$ cat config.mk
export PLATFORM = sky130hd
export DESIGN_NAME = seq_mult_pipe_flat
export DESIGN_NICKNAME = d
export VERILOG_FILES = /design/src/rtl/seq_mult_pipe_pkg.sv /design/src/rtl/seq_mult_pipe_if.sv /design/src/rtl/seq_mult_pipe_pp_step.sv /design/src/rtl/seq_mult_pipe.sv /design/src/flat_wrapper.sv
export SDC_FILE = /design/constraint.sdc
export NUM_CORES = 1
export LEC_CHECK = 0
export BUFFER_PORTS_ARGS = -buffer_cell sky130_fd_sc_hd__buf_4
export CAP_MARGIN = 20
export CORE_AREA = 5 5 100 102
export DETAILED_ROUTE_END_ITERATION = 7
export DIE_AREA = 0 0 105 107
export HOLD_SLACK_MARGIN = 0.05
export PLACE_DENSITY = 0.7
export SETUP_SLACK_MARGIN = 0.05
export SLEW_MARGIN = 20
export SYNTH_ARGS = -nofsm -noshare
export SYNTH_HDL_FRONTEND = slang
export SYNTH_SLANG_ARGS = --single-unit
$ cat constraint.sdc
create_clock -name clk -period 5.9 [get_ports clk]
set_clock_uncertainty 0.15 [all_clocks]
set_input_delay 0 -clock clk [delete_from_list [all_inputs] [get_ports clk]]
set_output_delay 0 -clock clk [all_outputs]
set_load 0.01 [all_outputs]
$ cat src/rtl/seq_mult_pipe_pkg.sv
// Shared types and elaboration helpers for the iterative shift-add multiplier.
package seq_mult_pkg;

  typedef enum logic [1:0] {
    ST_IDLE = 2'd0,
    ST_RUN  = 2'd1,
    ST_DONE = 2'd2
  } state_e;

  function automatic int unsigned calc_steps(input int unsigned width, input int unsigned bpc);
    return width / bpc;
  endfunction

  // Radix limited to 1/2/4 bits so the partial-product multiplier stays tiny.
  function automatic bit cfg_legal(input int unsigned width, input int unsigned bpc);
    return (width >= 2) && ((bpc == 1) || (bpc == 2) || (bpc == 4)) && ((width % bpc) == 0);
  endfunction

endpackage

$ cat src/rtl/seq_mult_pipe_if.sv
// Operand/result handshake bundle between the operand source and the multiplier.
interface seq_mult_pipe_if #(
  parameter int unsigned WIDTH = 8
) ();

  logic                 in_valid;
  logic                 in_ready;
  logic                 is_signed;
  logic [WIDTH-1:0]     op_a;
  logic [WIDTH-1:0]     op_b;
  logic                 abort;
  logic                 out_valid;
  logic                 out_ready;
  logic [2*WIDTH-1:0]   product;
  logic                 busy;

  modport master (
    output in_valid, is_signed, op_a, op_b, abort, out_ready,
    input  in_ready, out_valid, product, busy
  );

  modport slave (
    input  in_valid, is_signed, op_a, op_b, abort, out_ready,
    output in_ready, out_valid, product, busy
  );

endinterface

$ cat src/rtl/seq_mult_pipe_pp_step.sv
// One radix digit of the shift-add multiply: (mag_a * digit) << shift, full product width.
module mult_pp_step #(
  parameter int unsigned WIDTH          = 8,
  parameter int unsigned BITS_PER_CYCLE = 1,
  parameter int unsigned SHW            = 4
) (
  input  logic [WIDTH-1:0]          i_mag_a,
  input  logic [BITS_PER_CYCLE-1:0] i_digit,
  input  logic [SHW-1:0]            i_shift,
  output logic [2*WIDTH-1:0]        o_pp
);

  localparam int unsigned PW = 2 * WIDTH;

  assign o_pp = (PW'(i_mag_a) * PW'(i_digit)) << i_shift;

endmodule

$ cat src/rtl/seq_mult_pipe.sv
// Iterative signed/unsigned shift-add multiplier retiring BITS_PER_CYCLE multiplier bits per cycle,
// with valid/ready on both sides and a synchronous abort.
module seq_mult_pipe
  import seq_mult_pkg::*;
#(
  parameter int unsigned WIDTH          = 8,
  parameter int unsigned BITS_PER_CYCLE = 1
) (
  input  logic             clk,
  input  logic             rst_n,
  seq_mult_pipe_if.slave   bus
);

  localparam int unsigned STEPS = calc_steps(WIDTH, BITS_PER_CYCLE);
  localparam int unsigned PW    = 2 * WIDTH;
  localparam int unsigned CNT_W = $clog2(STEPS + 1);
  localparam int unsigned SHW   = $clog2(PW);

  if (!cfg_legal(WIDTH, BITS_PER_CYCLE)) begin : g_bad_cfg
    $error("seq_mult_pipe: illegal WIDTH/BITS_PER_CYCLE combination");
  end

  state_e            r_state;
  state_e            w_next;
  logic [WIDTH-1:0]  r_mag_a;
  logic [WIDTH-1:0]  r_mag_b;
  logic [PW-1:0]     r_acc;
  logic [PW-1:0]     r_product;
  logic [CNT_W-1:0]  r_cnt;
  logic              r_sign;
  logic              r_out_valid;
  logic              r_busy;

  logic              w_accept;
  logic              w_step_en;
  logic              w_last;
  logic [WIDTH-1:0]  w_mag_a_in;
  logic [WIDTH-1:0]  w_mag_b_in;
  logic [CNT_W-1:0]  w_step;
  logic [SHW-1:0]    w_shift;
  logic [PW-1:0]     w_pp;
  logic [PW-1:0]     w_sum;

  // Abort outranks a pending operand in IDLE.
  assign w_accept  = (r_state == ST_IDLE) && bus.in_valid && !bus.abort;
  assign w_step_en = (r_state == ST_RUN) && !bus.abort;
  assign w_last    = (r_cnt == CNT_W'(1));

  // Magnitudes are WIDTH-bit unsigned, so the most negative value maps cleanly to 2^(WIDTH-1).
  assign w_mag_a_in = (bus.is_signed && bus.op_a[WIDTH-1]) ? -bus.op_a : bus.op_a;
  assign w_mag_b_in = (bus.is_signed && bus.op_b[WIDTH-1]) ? -bus.op_b : bus.op_b;

  assign w_step  = CNT_W'(STEPS) - r_cnt;
  assign w_shift = SHW'(w_step) * SHW'(BITS_PER_CYCLE);
  assign w_sum   = r_acc + w_pp;

  mult_pp_step #(
    .WIDTH          (WIDTH),
    .BITS_PER_CYCLE (BITS_PER_CYCLE),
    .SHW            (SHW)
  ) u_pp_step (
    .i_mag_a (r_mag_a),
    .i_digit (r_mag_b[BITS_PER_CYCLE-1:0]),
    .i_shift (w_shift),
    .o_pp    (w_pp)
  );

  always_comb begin
    w_next = r_state;
    case (r_state)
      ST_IDLE: if (w_accept) w_next = ST_RUN;
      ST_RUN: begin
        if (bus.abort)   w_next = ST_IDLE;
        else if (w_last) w_next = ST_DONE;
      end
      ST_DONE: if (bus.abort || bus.out_ready) w_next = ST_IDLE;
      default: w_next = ST_IDLE;
    endcase
  end

  always_ff @(posedge clk or negedge rst_n) begin
    if (!rst_n) begin
      r_state     <= ST_IDLE;
      r_out_valid <= 1'b0;
      r_busy      <= 1'b0;
    end else begin
      r_state     <= w_next;
      r_out_valid <= (w_next == ST_DONE);
      r_busy      <= (w_next != ST_IDLE);
    end
  end

  // Operand capture, accumulation and sign fix-up on the final step.
  always_ff @(posedge clk or negedge rst_n) begin
    if (!rst_n) begin
      r_mag_a   <= '0;
      r_mag_b   <= '0;
      r_acc     <= '0;
      r_product <= '0;
      r_cnt     <= '0;
      r_sign    <= 1'b0;
    end else if (w_accept) begin
      r_sign  <= bus.is_signed & (bus.op_a[WIDTH-1] ^ bus.op_b[WIDTH-1]);
      r_mag_a <= w_mag_a_in;
      r_mag_b <= w_mag_b_in;
      r_acc   <= '0;
      r_cnt   <= CNT_W'(STEPS);
    end else if (w_step_en) begin
      r_acc   <= w_sum;
      r_mag_b <= r_mag_b >> BITS_PER_CYCLE;
      r_cnt   <= r_cnt - CNT_W'(1);
      if (w_last) r_product <= r_sign ? -w_sum : w_sum;
    end
  end

  assign bus.in_ready  = (r_state == ST_IDLE);
  assign bus.out_valid = r_out_valid;
  assign bus.busy      = r_busy;
  assign bus.product   = r_product;

endmodule

$ cat src/flat_wrapper.sv
// flat-port wrapper written by rule: the top's interface ports become plain ports
module seq_mult_pipe_flat import seq_mult_pkg::*;
#(
  parameter int unsigned WIDTH          = 8,
  parameter int unsigned BITS_PER_CYCLE = 1
)
  (clk, rst_n, bus_in_valid, bus_is_signed, bus_op_a, bus_op_b, bus_abort, bus_out_ready, bus_in_ready, bus_out_valid, bus_product, bus_busy);
  seq_mult_pipe_if #(.WIDTH(WIDTH)) bus_i ();
  input  logic clk;
  input  logic rst_n;
  input wire logic [$bits(bus_i.in_valid)-1:0] bus_in_valid;
  input wire logic [$bits(bus_i.is_signed)-1:0] bus_is_signed;
  input wire logic [$bits(bus_i.op_a)-1:0] bus_op_a;
  input wire logic [$bits(bus_i.op_b)-1:0] bus_op_b;
  input wire logic [$bits(bus_i.abort)-1:0] bus_abort;
  input wire logic [$bits(bus_i.out_ready)-1:0] bus_out_ready;
  output wire logic [$bits(bus_i.in_ready)-1:0] bus_in_ready;
  output wire logic [$bits(bus_i.out_valid)-1:0] bus_out_valid;
  output wire logic [$bits(bus_i.product)-1:0] bus_product;
  output wire logic [$bits(bus_i.busy)-1:0] bus_busy;
  assign bus_i.in_valid = bus_in_valid;
  assign bus_i.is_signed = bus_is_signed;
  assign bus_i.op_a = bus_op_a;
  assign bus_i.op_b = bus_op_b;
  assign bus_i.abort = bus_abort;
  assign bus_i.out_ready = bus_out_ready;
  assign bus_in_ready = bus_i.in_ready;
  assign bus_out_valid = bus_i.out_valid;
  assign bus_product = bus_i.product;
  assign bus_busy = bus_i.busy;
  seq_mult_pipe #(.WIDTH(WIDTH), .BITS_PER_CYCLE(BITS_PER_CYCLE)) u_core (.clk(clk), .rst_n(rst_n), .bus(bus_i));
endmodule
==> summary.txt <==
Placed design
  • Final Wtd Congestion: 0.878
  • Detailed Place HPWL: 7220 microns
  • Buffers added on ports: 40
  • Placed cell area: 4440 sq um
  • Worst slack, placed: 1160 ps
  • Cell Count Post-Placement: 592

Finish
  • Fraction of the core area covered by cells at the end of the flow: 55.1%
  • Ant. Diodes: 0
  • Non-filler instance count after layout: 636
  • Share of final-layout standard cells stronger than drive strength 1: 15.8%
  • Layout area overhead: 21.7%
  • Number of filler cells placed in the layout: 826
  • Number of nets in the layout: 563
  • Non-Filler Cell Area, Final: 4970 sq um

STA
  • Hold violation total from the final report: 0
  • Final cycle utilization of the critical path: 82.0%
  • Maximum clock rate: 207 MHz
  • Total setup violations reported at the end of the flow: 0
  • Actual slew at the worst max-slew pin: 1040 ps
  • Final worst path period need: 4840 ps
  • Slew Limit Headroom: 30.8%
  • Final-layout worst hold slack: 101 ps
  • Setup repair after global routing missed its margin: no
  • Worst Setup Slack, final: 1060 ps
  • Number of pins with negative max-slew slack in the final report: 0
  • Setup TNS: 0 ps

Setup path
  • Reg-to-reg critical path startpoint: u_core.r_cnt[0]$_DFFE_PN0P_
  • Reg-to-reg setup timing slack: 1060 ps
  • Max FO, Critical Path: 12
  • Worst r2r dst: u_core.bus.product[13]$_DFFE_PN0P_
  • Critical path type: register to register
  • Critical Path RT: 5950 ps
  • Number of cells on the worst reg-to-reg path: 14
  • Endpoint kind of the worst setup timing path: register
  • Critical Path Start Type: register
  • Data arrival time of the critical path: 4890 ps

Detailed routing
  • Number of vias in the routed layout: 3678
  • DRC violations left: 0
  • Vias per inst: 5.78
  • First-iteration detailed-routing DRC count: 191
  • Antenna Nets Post-Route: 0
  • Detailed Route WL: 9870 microns
  • Number of iterations in the first detailed-routing pass: 5
  • DR WL/cell: 15.5 microns

GRT
  • Number of global-route vias before repair: 3646
  • Pin count of the biggest net entering global routing: 58
  • Total GRT Usage: 18.3%
  • First-pass GRT wire length: 17000 microns
  • Number of antenna violations at the first check in global routing: 0
  • Aggregate global routing overflow: 0

Clock tree
  • Clk_lat worst skew: 350 ps
  • Clock tree from TritonCTS: built
  • H-tree depth: 3
  • Worst-path clk slew: 80 ps
  • Maximum count of clock buffers along a single path: 2
  • Clock buffers created by TritonCTS: 9
  • Post-cts gate resize count: 0
  • Master cell of the clock root buffer: clkbuf_8
  • CTS sink count: 57

Yosys
  • Sequential fraction of the synthesis area: 34.9%
  • Asr flop ratio synth: 100%
  • Number of nets produced by synthesis: 507
  • Main flop type after synthesis: dfrtp_1
  • Per-instance average area after synthesis: 8.80 sq um
  • Fraction of post-synthesis cell area in the top cell type by area: 34.9%
  • Total number of yosys warnings: 0
  • Synthesized area: 4080 sq um
  • Post-synthesis register bit count: 57
  • Number of distinct library cells after synthesis: 68
  • Top area cells in the synthesized netlist: dfrtp_1 35%, ha_1 6.1%, nand2_1 5.2%
  • Number of synthesized flops with an enable pin: 0
  • Number of cells produced by synthesis: 464
  • Largest area contributor in the netlist: dfrtp_1
  • Leading post-synthesis cells by instance count: 57 x dfrtp_1, 57 x nand2_1, 40 x nor2_1

Die
  • Die extent in x: 105 microns
  • Io pins: 41
  • Initial standard-cell utilization of the core: 45.3%
  • Area of the die: 11200 sq um
  • Area of the placeable core: 9020 sq um
  • Row count: 35
  • Vertical extent of the die: 107 microns

Job
  • Number of violations of the max-capacitance limit: 0

Pwr
  • Standby leakage power: 2.23 nW
  • Total Power: 2.51 mW
  • Maximum ir drop on the vdd rail: 0.212 mV
  • Cell Pwr Density: 505 nW/um^2

Hold path
  • Worst hold path type: input pin to async pin

Run status
  • Outcome: completed
[worst max-delay path, cell delays in order (launching register included)]
cell and delay [ps]:
dfrtp_1 620, inv_1 150, ha_1 270, xor2_1 660, mux2i_1 320, nor2_1 70, ha_1 430, a2111oi_4 430
o21a_1 190, o211ai_1 150, a2111oi_1 430, nand4_1 240, o31ai_1 330, xor2_1 170, o21ai_1 70
[worst max path at each step]
stage	from	endpoint	slack, ps	cells past startpoint
2_1_floorplan	u_core.r_cnt[0]$_DFFE_PN0P_	u_core.bus.product[13]$_DFFE_PN0P_	1780	16
3_3_place_gp	u_core.r_cnt[0]$_DFFE_PN0P_	u_core.bus.product[13]$_DFFE_PN0P_	1270	15
3_5_place_dp	u_core.r_cnt[0]$_DFFE_PN0P_	u_core.bus.product[13]$_DFFE_PN0P_	1160	14
4_1_cts	u_core.r_cnt[0]$_DFFE_PN0P_	u_core.bus.product[13]$_DFFE_PN0P_	1110	14
5_1_grt	u_core.r_cnt[0]$_DFFE_PN0P_	u_core.bus.product[13]$_DFFE_PN0P_	540	15
6_report	u_core.r_cnt[0]$_DFFE_PN0P_	u_core.bus.product[13]$_DFFE_PN0P_	1060	14
[where the power goes]
part,leakage (nW),internal (mW),switching [mW]
clock network,0.124,0.285,0.181
logic,1.35,0.574,0.859
registers,0.754,0.507,0.103
[sequential cells by signal, indices dropped and copies added (netlist names)]
| name | cells |
|---|---|
| u_core.r_acc | 16 |
| u_core.r_state | 2 |
| u_core.r_mag_b | 8 |
| u_core.bus.out_valid | 1 |
| u_core.r_mag_a | 8 |
| u_core.r_sign | 1 |
| u_core.r_cnt | 4 |
| u_core.bus.busy | 1 |
| u_core.bus.product | 16 |
[cell families (layout without fill, tap and decap cells)]
| logic type | count (synthesis) | count (layout) | share of synthesized area (%) |
|---|---|---|---|
| buffers and inverters | 36 | 97 | 3.56 |
| AO/OA/AOI/OAI | 141 | 141 | 24.6 |
| multiplexers | 14 | 14 | 3.56 |
| flip-flops | 57 | 57 | 34.9 |
| XOR/XNOR | 38 | 38 | 8.34 |
| AND/OR/NAND/NOR | 157 | 157 | 18.4 |
| adder cells (fa/ha/maj) | 21 | 21 | 6.62 |
[final cells by class]
class	count	area, sq um	share of cell area, %
inverters	12	45.0	0.907
well taps	111	139	2.80
clock inverters	7	125	2.52
flip-flops and latches	57	1430	28.7
multi-input cells	371	2520	50.7
repair buffers	69	588	11.8
clock buffers	9	124	2.49
[what timing repair did]
item / CTS / global route
buffers inserted: 0 / 0
endpoints found under the hold margin: 79 / 0
hold buffers: 28 / 0
endpoints found under the setup margin: 0 / 0
[metal layers]
| layer | vias up | track usage, % | share of wire, % |
|---|---|---|---|
| met2 | 90 | 31.1 | 49 |
| li1 | 1806 | - | - |
| met5 | - | 0 | 0 |
| met4 | 0 | 7.58 | 2.1 |
| met1 | 1761 | 22.7 | 44 |
| met3 | 21 | 3.61 | 4.5 |
[cell usage in the layout, fill, tap and decap left out, types with 5 or more instances in the layout]
master	n
nand2_1	57
nand3_1	14
a22oi_1	8
inv_1	12
or2_2	5
o211ai_1	6
o21ai_0	38
a21oi_1	20
a31oi_1	5
a22o_1	9
xnor2_1	21
dlygate4sd3_1	28
o21ai_1	9
ha_1	20
buf_4	41
dfrtp_1	57
clkbuf_8	9
mux2i_1	10
nor3_1	8
a21o_1	5
o31ai_1	6
xor2_1	16
nor2_1	39
(Power assumes the default switching activity.)
